$ cat src/rtl/cos_pkg.sv
// Shared constants, 2*pi*2^k reduction table and FSM state type for the
// cosine range-reduction front end. Fixed-point values are unsigned Q8.24.
package cos_pkg;

   localparam logic [31:0] TWO_PI  = 32'h0648_7ED5;
   localparam logic [31:0] PI      = 32'h0324_3F6B;
   localparam logic [31:0] HALF_PI = 32'h0192_1FB5;
   localparam logic [31:0] QNAN    = 32'h7FC0_0000;

   typedef enum logic [3:0] {
      IDLE,
      CONVERT,
      REDUCE,
      FOLD_PI,
      FOLD_HALF,
      PACK,
      LAUNCH,
      WAIT,
      RESPOND
   } state_t;

   // 2*pi*2^k in Q8.24; k=4 (~100.5) is the largest multiple below 128.
   function automatic logic [31:0] two_pi_shl(input logic [2:0] k);
      logic [31:0] v;
      case (k)
         3'd0:    v = 32'h0648_7ED5;
         3'd1:    v = 32'h0C90_FDAA;
         3'd2:    v = 32'h1921_FB54;
         3'd3:    v = 32'h3243_F6A8;
         default: v = 32'h6487_ED50;
      endcase
      return v;
   endfunction

endpackage

$ cat src/rtl/cos_frontend_fixed_to_float.sv
// Combinational non-negative Q8.24 to float32 conversion with leading-one
// detect; mantissa is truncated and zero maps to +0.0.
module fixed_to_float_q8_24
   import cos_pkg::*;
(
   input  logic [31:0] q,
   output logic [31:0] f
);

   logic [4:0]  lead;
   logic [31:0] norm;

   always_comb begin
      lead = '0;
      for (int unsigned i = 0; i < 32; i++) begin
         if (q[i]) lead = i[4:0];
      end
      norm = q << (5'd31 - lead);
      f    = '0;
      // Bit 0 of Q8.24 weighs 2^-24, so exponent is lead - 24 + 127.
      if (q != '0) f = {1'b0, {3'b000, lead} + 8'd103, norm[30:8]};
   end

endmodule

$ cat src/rtl/cos_frontend.sv
// Range-reducing front end for the CORDIC cosine unit: folds a float32 angle
// into [0, pi/2], launches the cosine unit and sign-corrects its result.
module cos_frontend
   import cos_pkg::*;
(
   input  logic        clk,
   input  logic        reset,
   input  logic        clk_en,
   input  logic        start,
   input  logic [31:0] theta_in,
   output logic        done,
   output logic [31:0] result,
   output logic        cos_start,
   output logic [31:0] cos_theta,
   input  logic        cos_done,
   input  logic [31:0] cos_result
);

   state_t      state;
   logic [31:0] theta_r;
   logic [31:0] acc;
   logic [2:0]  k;
   logic        negate;

   logic [7:0]  exp_f;
   logic [31:0] mant_f;
   logic [31:0] conv_q;
   logic        conv_ovf;
   logic [31:0] packed_f;
   logic [31:0] step;

   // |theta| to Q8.24: mantissa weight is 2^(exp-150), Q8.24 LSB is 2^-24.
   always_comb begin
      exp_f    = theta_r[30:23];
      mant_f   = {8'h00, 1'b1, theta_r[22:0]};
      conv_q   = '0;
      conv_ovf = 1'b0;
      if (exp_f >= 8'd134)      conv_ovf = 1'b1;
      else if (exp_f >= 8'd126) conv_q = mant_f << (exp_f - 8'd126);
      else if (exp_f >= 8'd103) conv_q = mant_f >> (8'd126 - exp_f);
   end

   assign step = two_pi_shl(k);

   fixed_to_float_q8_24 u_pack (
      .q (acc),
      .f (packed_f)
   );

   always_ff @(posedge clk) begin
      if (reset) begin
         state     <= IDLE;
         done      <= 1'b0;
         cos_start <= 1'b0;
         cos_theta <= '0;
         result    <= '0;
         negate    <= 1'b0;
         acc       <= '0;
         k         <= '0;
         theta_r   <= '0;
      end else if (!clk_en) begin
         state     <= IDLE;
         done      <= 1'b0;
         cos_start <= 1'b0;
      end else begin
         done      <= 1'b0;
         cos_start <= 1'b0;
         case (state)
            IDLE: begin
               if (start) begin
                  theta_r <= theta_in;
                  state   <= CONVERT;
               end
            end
            CONVERT: begin
               if (conv_ovf) begin
                  result <= QNAN;
                  done   <= 1'b1;
                  state  <= RESPOND;
               end else begin
                  acc   <= conv_q;
                  k     <= 3'd4;
                  state <= REDUCE;
               end
            end
            REDUCE: begin
               if (acc >= step) acc <= acc - step;
               if (k == 3'd0) state <= FOLD_PI;
               else           k     <= k - 3'd1;
            end
            FOLD_PI: begin
               if (acc > PI) acc <= TWO_PI - acc;
               state <= FOLD_HALF;
            end
            FOLD_HALF: begin
               if (acc > HALF_PI) begin
                  acc    <= PI - acc;
                  negate <= 1'b1;
               end else begin
                  negate <= 1'b0;
               end
               state <= PACK;
            end
            PACK: begin
               cos_theta <= packed_f;
               cos_start <= 1'b1;
               state     <= LAUNCH;
            end
            LAUNCH: state <= WAIT;
            WAIT: begin
               if (cos_done) begin
                  result <= {cos_result[31] ^ negate, cos_result[30:0]};
                  done   <= 1'b1;
                  state  <= RESPOND;
               end
            end
            RESPOND: state <= IDLE;
            default: state <= IDLE;
         endcase
      end
   end

endmodule
$ cat config.mk
export PLATFORM = sky130hd
export DESIGN_NAME = cos_frontend
export DESIGN_NICKNAME = d
export VERILOG_FILES = /design/src/rtl/cos_pkg.sv /design/src/rtl/cos_frontend_fixed_to_float.sv /design/src/rtl/cos_frontend.sv
export SDC_FILE = /design/constraint.sdc
export NUM_CORES = 1
export LEC_CHECK = 0
export CELL_PAD_IN_SITES_DETAIL_PLACEMENT = 0
export CELL_PAD_IN_SITES_GLOBAL_PLACEMENT = 1
export CORE_MARGIN = 5
export CORE_UTILIZATION = 45
export CTS_CLUSTER_SIZE = 20
export DETAILED_ROUTE_END_ITERATION = 8
export DONT_BUFFER_PORTS = 1
export PLACE_DENSITY = 0.76
export SYNTH_ARGS = -nofsm -noshare
export SYNTH_HDL_FRONTEND = slang
export SYNTH_HIERARCHICAL = 1
export SYNTH_SLANG_ARGS = --single-unit
$ cat constraint.sdc
create_clock -name clk -period 4.7 [get_ports clk]
set_input_delay 0.705 -clock clk [delete_from_list [all_inputs] [get_ports clk]]
set_output_delay 0.705 -clock clk [all_outputs]
set_load 0.05 [all_outputs]
==> impl_results.md, run 1 <==
- Clock Tree Buf Depth: 2
- Startpoint Class: register
- Post-Syn Area: 14260 sq um
- Synth area leaders: dfxtp_1, nand2_1, mux2i_1
- Skew-Pair Late Insertion Delay: 450 ps
- RSZ-0062 raised after global routing: no
- DR WL met2: 25930 microns
- Synth Warn #: 6
- Die Wd: roughly 190 microns
- Largest net degree at the start of global routing: around 140
- Cell area after layout: roughly 15000 sq um
- Post-synthesis cell count: 2013
- Synth Area per Inst: 7.083 sq um
- Antenna Nets Post-Route: 0
- Switching power: 1.959 mW
- Final Power: 4.608 mW
- Die H: 188.0 microns
- Register clock-pin slew on the reported worst setup and hold paths: 70 ps
- Switching Share: between 40% and 50%
- Pwr per Cell Area: 304.2 nW/um^2
- Max cap viols: 0
- Most used DFF post-synth: dfxtp_1
- Crit-path max FO: 34
- Port-buffer cells: 0
- Layout area overhead: 6.248%
- TritonCTS clock tree: built
- Global-route wire length before repair: between 80000 and 90000 microns
- Count leader, synth: nand2_1
- Post-DP HPWL: around 43000 microns
- Placed insts: 2310
- Worst slew margin: 23.82%
- Final Hold Fails: 0
- Crit path required time: 5060 ps
- FP Rows: between 60 and 70
- Area after DPL: 14520 sq um
- Leading area contributor after synthesis: dfxtp_1
- Clock power share: 31.8%
- Final setup viols: 0
- Pleak: approximately 5.4 nW
- Synth cell types: 92
- Vias per cell: just under 7
- Cts hold-fix bufs: 0
- Period utilisation layout: 93.64%
- Setup TNS: 0 ps
- DRT Pass-1 Iters: 8
- Commonest cells post-synth: nand2_1, a21oi_1, nor2_1, dfxtp_1
- Status: finished clean
- Critical Path AT: 4760 ps
- Peak VDD IR: 0.0002920 V
- Post-Route Skew: 18.39 ps
- GR Util All Layers: roughly 31%
- Fin crit period: roughly 4400 ps
- Worst-margin pin slew: between 1000 and 1500 ps
- Remaining Overflow, GRT: 0
- Reg power frac: 28.0%
- Post-synth EDFFs: 0
- Root Buffer Master: clkbuf_16
- Inserted Clock Buffers: 17
- Synth async-reset ratio: 0%
- DRC: 0
- Fin nets: around 2000
- Critical setup path kind: reg -> reg
- Internal power: 2.650 mW
- DR top layer: met5
- Post_cts resized: 0
- Post-synthesis sequential area ratio: about a fifth
- Fin cells: 2342
- DRT met1 WL: 24180 microns
- Vias after detailed routing: ~16000
- Min-delay worst type: in -> reg
- Final Max Tran Viols: 0
- CTS Sinks: 137
- FF+latch count, synth: roughly 140
- Worst Setup End Kind: register
- Starting Density: between 40% and 50%
- Reg-to-reg setup timing slack: 300 ps
- Comb power frac: 40.2%
- Iter 0 DRT Violations: 1846
- Number of global-route vias before repair: between 10000 and 15000
- Syn_nets: 2126
- Die ar.: 35350 sq um
- Diodes inserted: 0
- DR WL/cell: 24.45 microns
- Final wirelength: around 57000 microns
- Layout cells sized above 1: 9.021%
- H-tree depth: 4
- Met3 wire length: 4958 microns
- Core area: 31390 sq um
- GP Congestion: 0.9812
- Yosys top cell area share: ~19%
- # IOs: approximately 140
- Initial antenna violation count: 1
- Post-CTS Setup Bufs: 0
- Fmax: 0.2272 GHz
[power by group through the flow]
| stage | Combinational (mW) | Sequential, mW | Clock [mW] |
|---|---|---|---|
| 6_report | 1.85 | 1.29 | 1.47 |
| 5_1_grt | 1.97 | 1.29 | 1.54 |
| 4_1_cts | 1.79 | 1.29 | 1.49 |
| 3_5_place_dp | 1.78 | 1.31 | 0 |
| 3_3_place_gp | 1.78 | 1.31 | 0 |
| 2_1_floorplan | 1.35 | 1.25 | 0 |
[layout make-up]
type	count	area, sq um
multi-input cells	1668	10640
inverters	40	152.6
fillers	3260	16240
flip-flops and latches	137	2745
clock buffers	17	425.4
repair buffers	63	485.5
clock inverters	15	201.4
well taps	402	503.0
[state kept, by name (all words and copies together) (netlist names)]
register,count
acc,32
cos_start,1
cos_theta,32
k,3
theta_r,31
state,4
result,32
negate,1
done,1
[metrics by stage]
step,setup slack [ps],util [%],hold WS (ps)
3_3_place_gp,521.5,46.26,469.2
6_report,298.9,48.26,331.0
5_1_grt,9.976,48.26,308.8
2_1_floorplan,1025,-,464.7
3_5_place_dp,355.7,46.26,481.4
4_1_cts,336.5,48.26,320.5
[logic make-up (layout without fill, tap and decap cells)]
| family | after synthesis | count (layout) | share of synthesized area, % |
|---|---|---|---|
| other cells | 1 | 1 | 0.02630 |
| buf+inv | 208 | 135 | 6.327 |
| flops | 137 | 137 | 19.23 |
| simple gates | 788 | 788 | 25.27 |
| compound gates | 641 | 641 | 29.83 |
| mux | 149 | 149 | 12.64 |
| fa+ha+maj | 44 | 44 | 3.914 |
| xor+xnor | 45 | 45 | 2.764 |
[worst max-delay path, cell delays in order, from the launching register on]
cell and delay [ps]:
dfxtp_1 410, inv_1 110, ha_1 220, nand2b_1 200
inv_1 90, nor2_1 190, nand2_1 160, inv_1 120
nor2_1 80, ha_1 400, and3_4 250, a221o_1 310
a31oi_1 160, nand3_1 220, a221oi_2 390, nand3_1 170
and4_4 340, a31o_1 270, a211oi_2 210
[cell usage in the layout (no fill, tap or decap), types with 27 or more instances in the layout]
| cell | instances |
|---|---|
| a31oi_1 | 36 |
| ha_1 | 43 |
| buf_4 | 62 |
| o211ai_1 | 27 |
| dfxtp_1 | 135 |
| a211oi_1 | 40 |
| nand2_1 | 301 |
| o21ai_0 | 82 |
| a21oi_1 | 197 |
| mux2i_1 | 111 |
| a22oi_1 | 43 |
| nand3_1 | 46 |
| inv_1 | 37 |
| nor3_1 | 82 |
| nor2_1 | 194 |
[layer usage]
metal	global-route usage (%)	vias up
met3	5.640	133
met2	49.07	835
met5	0	-
met1	41.77	7585
li1	-	7310
met4	11.24	2
[path summary, 6_finish.rpt]
check / start / endpoint / depth (start not counted)
hold reg to reg: k[1] / k[1] / 2
setup / recovery: k[0] / acc[12] / 18
hold / removal: reset / cos_theta[10] / 1
setup reg to reg: k[0] / acc[12] / 18
Note: power is estimated with default switching activity, not from simulation.
==> inputs of run 2 (changes only) <==
--- a/config.mk
+++ b/config.mk
@@ -12,8 +12,7 @@
 export CTS_CLUSTER_SIZE = 20
 export DETAILED_ROUTE_END_ITERATION = 8
 export DONT_BUFFER_PORTS = 1
-export PLACE_DENSITY = 0.76
+export PLACE_DENSITY = 0.75
 export SYNTH_ARGS = -nofsm -noshare
 export SYNTH_HDL_FRONTEND = slang
-export SYNTH_HIERARCHICAL = 1
 export SYNTH_SLANG_ARGS = --single-unit
==> constraint.sdc (replaced) <==
create_clock -name clk -period 4.4 [get_ports clk]
set_input_delay 0.66 -clock clk [delete_from_list [all_inputs] [get_ports clk]]
set_output_delay 0.66 -clock clk [all_outputs]
set_load 0.05 [all_outputs]
==> impl_results.md, run 2 <==
- GR Util All Layers: 29.74% (-1.1 points)
- Synth Warn #: 0 (-6)
- Count leader, synth: nand2_1
- Die Wd: 187.0 microns (-0.53%)
- Number of global-route vias before repair: 14133 (-1.3%)
- Port-buffer cells: 0 (unchanged)
- Final Max Tran Viols: 0 (unchanged)
- Die H: 187.0 microns (-0.53%)
- Synth cell types: 89 (-3.3%)
- DR WL/cell: 24.01 microns (-1.8%)
- Largest net degree at the start of global routing: 128 (-5.2%)
- DRC: 0 (unchanged)
- Fin crit period: 4061 ps (-340.3 ps)
- Commonest cells post-synth: nand2_1, nor2_1, a21oi_1, clkbuf_1, dfxtp_1
- Post-Syn Area: 14100 sq um (-1.1%)
- FF-to-FF Start: k[1]
- Final Hold Fails: 0 (unchanged)
- Synth Area in Adders: 4.135% (+0.22 points)
- Vias per cell: 6.685 (-1.3%)
- Core area: 30750 sq um (-2.0%)
- Pleak: 5.420 nW (+0.36%)
- Synth Area per Inst: 7.234 sq um (+2.1%)
- Clock Tree Buf Depth: 2 (unchanged)
- Crit-path max FO: 6 (-82%)
- Max cap viols: 0 (unchanged)
- Pwr per Cell Area: 294.9 nW/um^2 (-3.1%)
- Inserted Clock Buffers: 17 (unchanged)
- Fmax: 0.2463 GHz (+8.4%)
- Worst slew margin: 29.23% (+5.4 points)
- Diodes inserted: 0 (unchanged)
- Hold path depth: 1 (unchanged)
- Post-synth EDFFs: 0 (unchanged)
- Leading area contributor after synthesis: dfxtp_1
- Initial antenna violation count: 0 (-1)
- CTS Sinks: 136 (-0.73%)
- Vias after detailed routing: 15201 (-4.2%)
- Peak VDD IR: 0.0002498 V (-14%)
- Most used DFF post-synth: dfxtp_1
- Main combinational cell family by area after synthesis: compound AO/OA/AOI/OAI gates
- Crit path required time: 4770 ps (-290 ps)
- Register clock-pin slew on the reported worst setup and hold paths: 70 ps (about the same)
- Commonest non-fill, non-tap cell in the layout: nand2_1
- Post-synthesis compound-gate area fraction: 30.06% (+0.23 points)
- Status: finished clean
- Top flop regs: acc (32), result (32)
- FF+latch count, synth: 136 (-0.73%)
- Layout area overhead: 7.090%
- Period utilisation layout: 92.29% (-1.4 points)
- Final setup viols: 0 (unchanged)
- Remaining Overflow, GRT: 0 (unchanged)
- Antenna Nets Post-Route: 0 (unchanged)
- TritonCTS clock tree: built
- Final Power: 4.452 mW (-3.4%)
- HP Start: reset
- Worst-margin pin slew: 1053 ps (-86.49 ps)
- Cts hold-fix bufs: 0 (unchanged)
- Mux share of post-synthesis cell area: 13.60% (+0.97 points)
- Setup TNS: 0 ps (unchanged)
- Worst reg-to-reg path cell count: 17 (-1)
- Synth area leaders: dfxtp_1, mux2i_1, nand2_1
- Post-Route Skew: 15.24 ps (-3.154 ps)
- Post-synthesis xor/xnor area fraction: 2.857% (+0.093 points)
- DRT Pass-1 Iters: 6 (-2)
- CP startpoint: k[1]
- Synth Area in Simple Gates: 23.66% (-1.6 points)
- Layout cells sized above 1: 10.12% (+1.1 points)
- # IOs: 135 (unchanged)
- Final Util: 49.10% (+0.85 points)
- Root Buffer Master: clkbuf_16
- Synth async-reset ratio: 0% (unchanged)
- Post-CTS Setup Bufs: 0 (unchanged)
- Final Worst Setup Slack: 339.3 ps (+40.35 ps)
- Dpl ws: 166.3 ps (-189.4 ps)
- Post-DP HPWL: 41500 microns (-3.0%)
- Final wirelength: 54610 microns (-4.6%)
- Yosys top cell area share: 19.31% (+0.075 points)
- GP Congestion: 1.026 (+4.6%)
- Commonest non-fill, non-tap cells in the layout: nand2_1, nor2_1, a21oi_1
- Global-route wire length before repair: 84400 microns (-3.4%)
- Worst Setup End Kind: register
- Post-synthesis cell count: 1949 (-3.2%)
- Min-delay worst type: in -> reg
- Fin nets: 1980 (-2.9%)
- Critical Path AT: 4430 ps (-330 ps)
- Syn_nets: 2064 (-2.9%)
- H-tree depth: 4 (unchanged)
- Post_cts resized: 0 (unchanged)
- Post-synthesis sequential area ratio: 19.31% (+0.075 points)
- Skew-Pair Late Insertion Delay: 450 ps (about the same)
- Die ar.: 34970 sq um (-1.1%)
- RSZ-0062 raised after global routing: no
- Critical setup path kind: reg -> reg
- Startpoint Class: register
- Iter 0 DRT Violations: 1623 (-12%)
- FP Rows: 64 (-1.5%)
- Starting Density: 45.85% (+0.43 points)
==> run 2: layout make-up <==
class	instances	area, sq um
inverter	38	147.6
fill	3137	15650
clock inverter	15	166.4
sequential	136	2725
clock buffer	17	425.4
timing repair buffer	75	600.6
tap	396	495.5
multi-input combinational	1597	10540
==> run 2: cells by family after synthesis <==
kind of cell | count (synthesis)
simple gates | 715
compound gates | 630
buf+inv | 216
mux | 159
flops | 136
fa+ha+maj | 46
xor+xnor | 46
other cells | 1
==> run 2: stage by stage <==
stage / instances / hold slack, ps / instance area, sq um
finish: 2274 / 290.6 / 15100
global route: 2274 / 267.8 / 15100
CTS: 2274 / 266.5 / 15090
detailed placement: 2242 / 495.4 / 14500
global placement: 2242 / 497.7 / 14500
floorplan: 1949 / 461.6 / 14100
==> run 2: worst paths after layout <==
check	end	slack (ps)
worst max-delay path	acc[24]	340
worst min-delay path	cos_theta[24]	290
worst max register to register	acc[24]	340
worst min register to register	theta_r[19]	520
==> run 2: layer usage <==
metal	GRT usage [%]	routed length (microns)
met5	0	0
met4	11.41	2269
met3	3.994	3566
met2	50.31	26000
met1	38.67	22770
==> run 2: where the power goes <==
part / switching (mW) / internal, mW
logic: 0.995 / 0.599
registers: 0.0904 / 1.26
clock network: 0.658 / 0.847
==> run 2: critical path: stages, from the launching register on <==
cell and delay [ps]:
dfxtp_1 340, inv_1 120, ha_1 180, nor2b_1 250
inv_1 200, and2_1 230, nor2b_1 140, ha_1 370
and3_1 190, nor2b_1 310, nand3_1 250, a31oi_1 300
a211oi_2 100, a21boi_0 320, buf_4 180, xor2_1 140
a21oi_1 120, a211oi_1 250
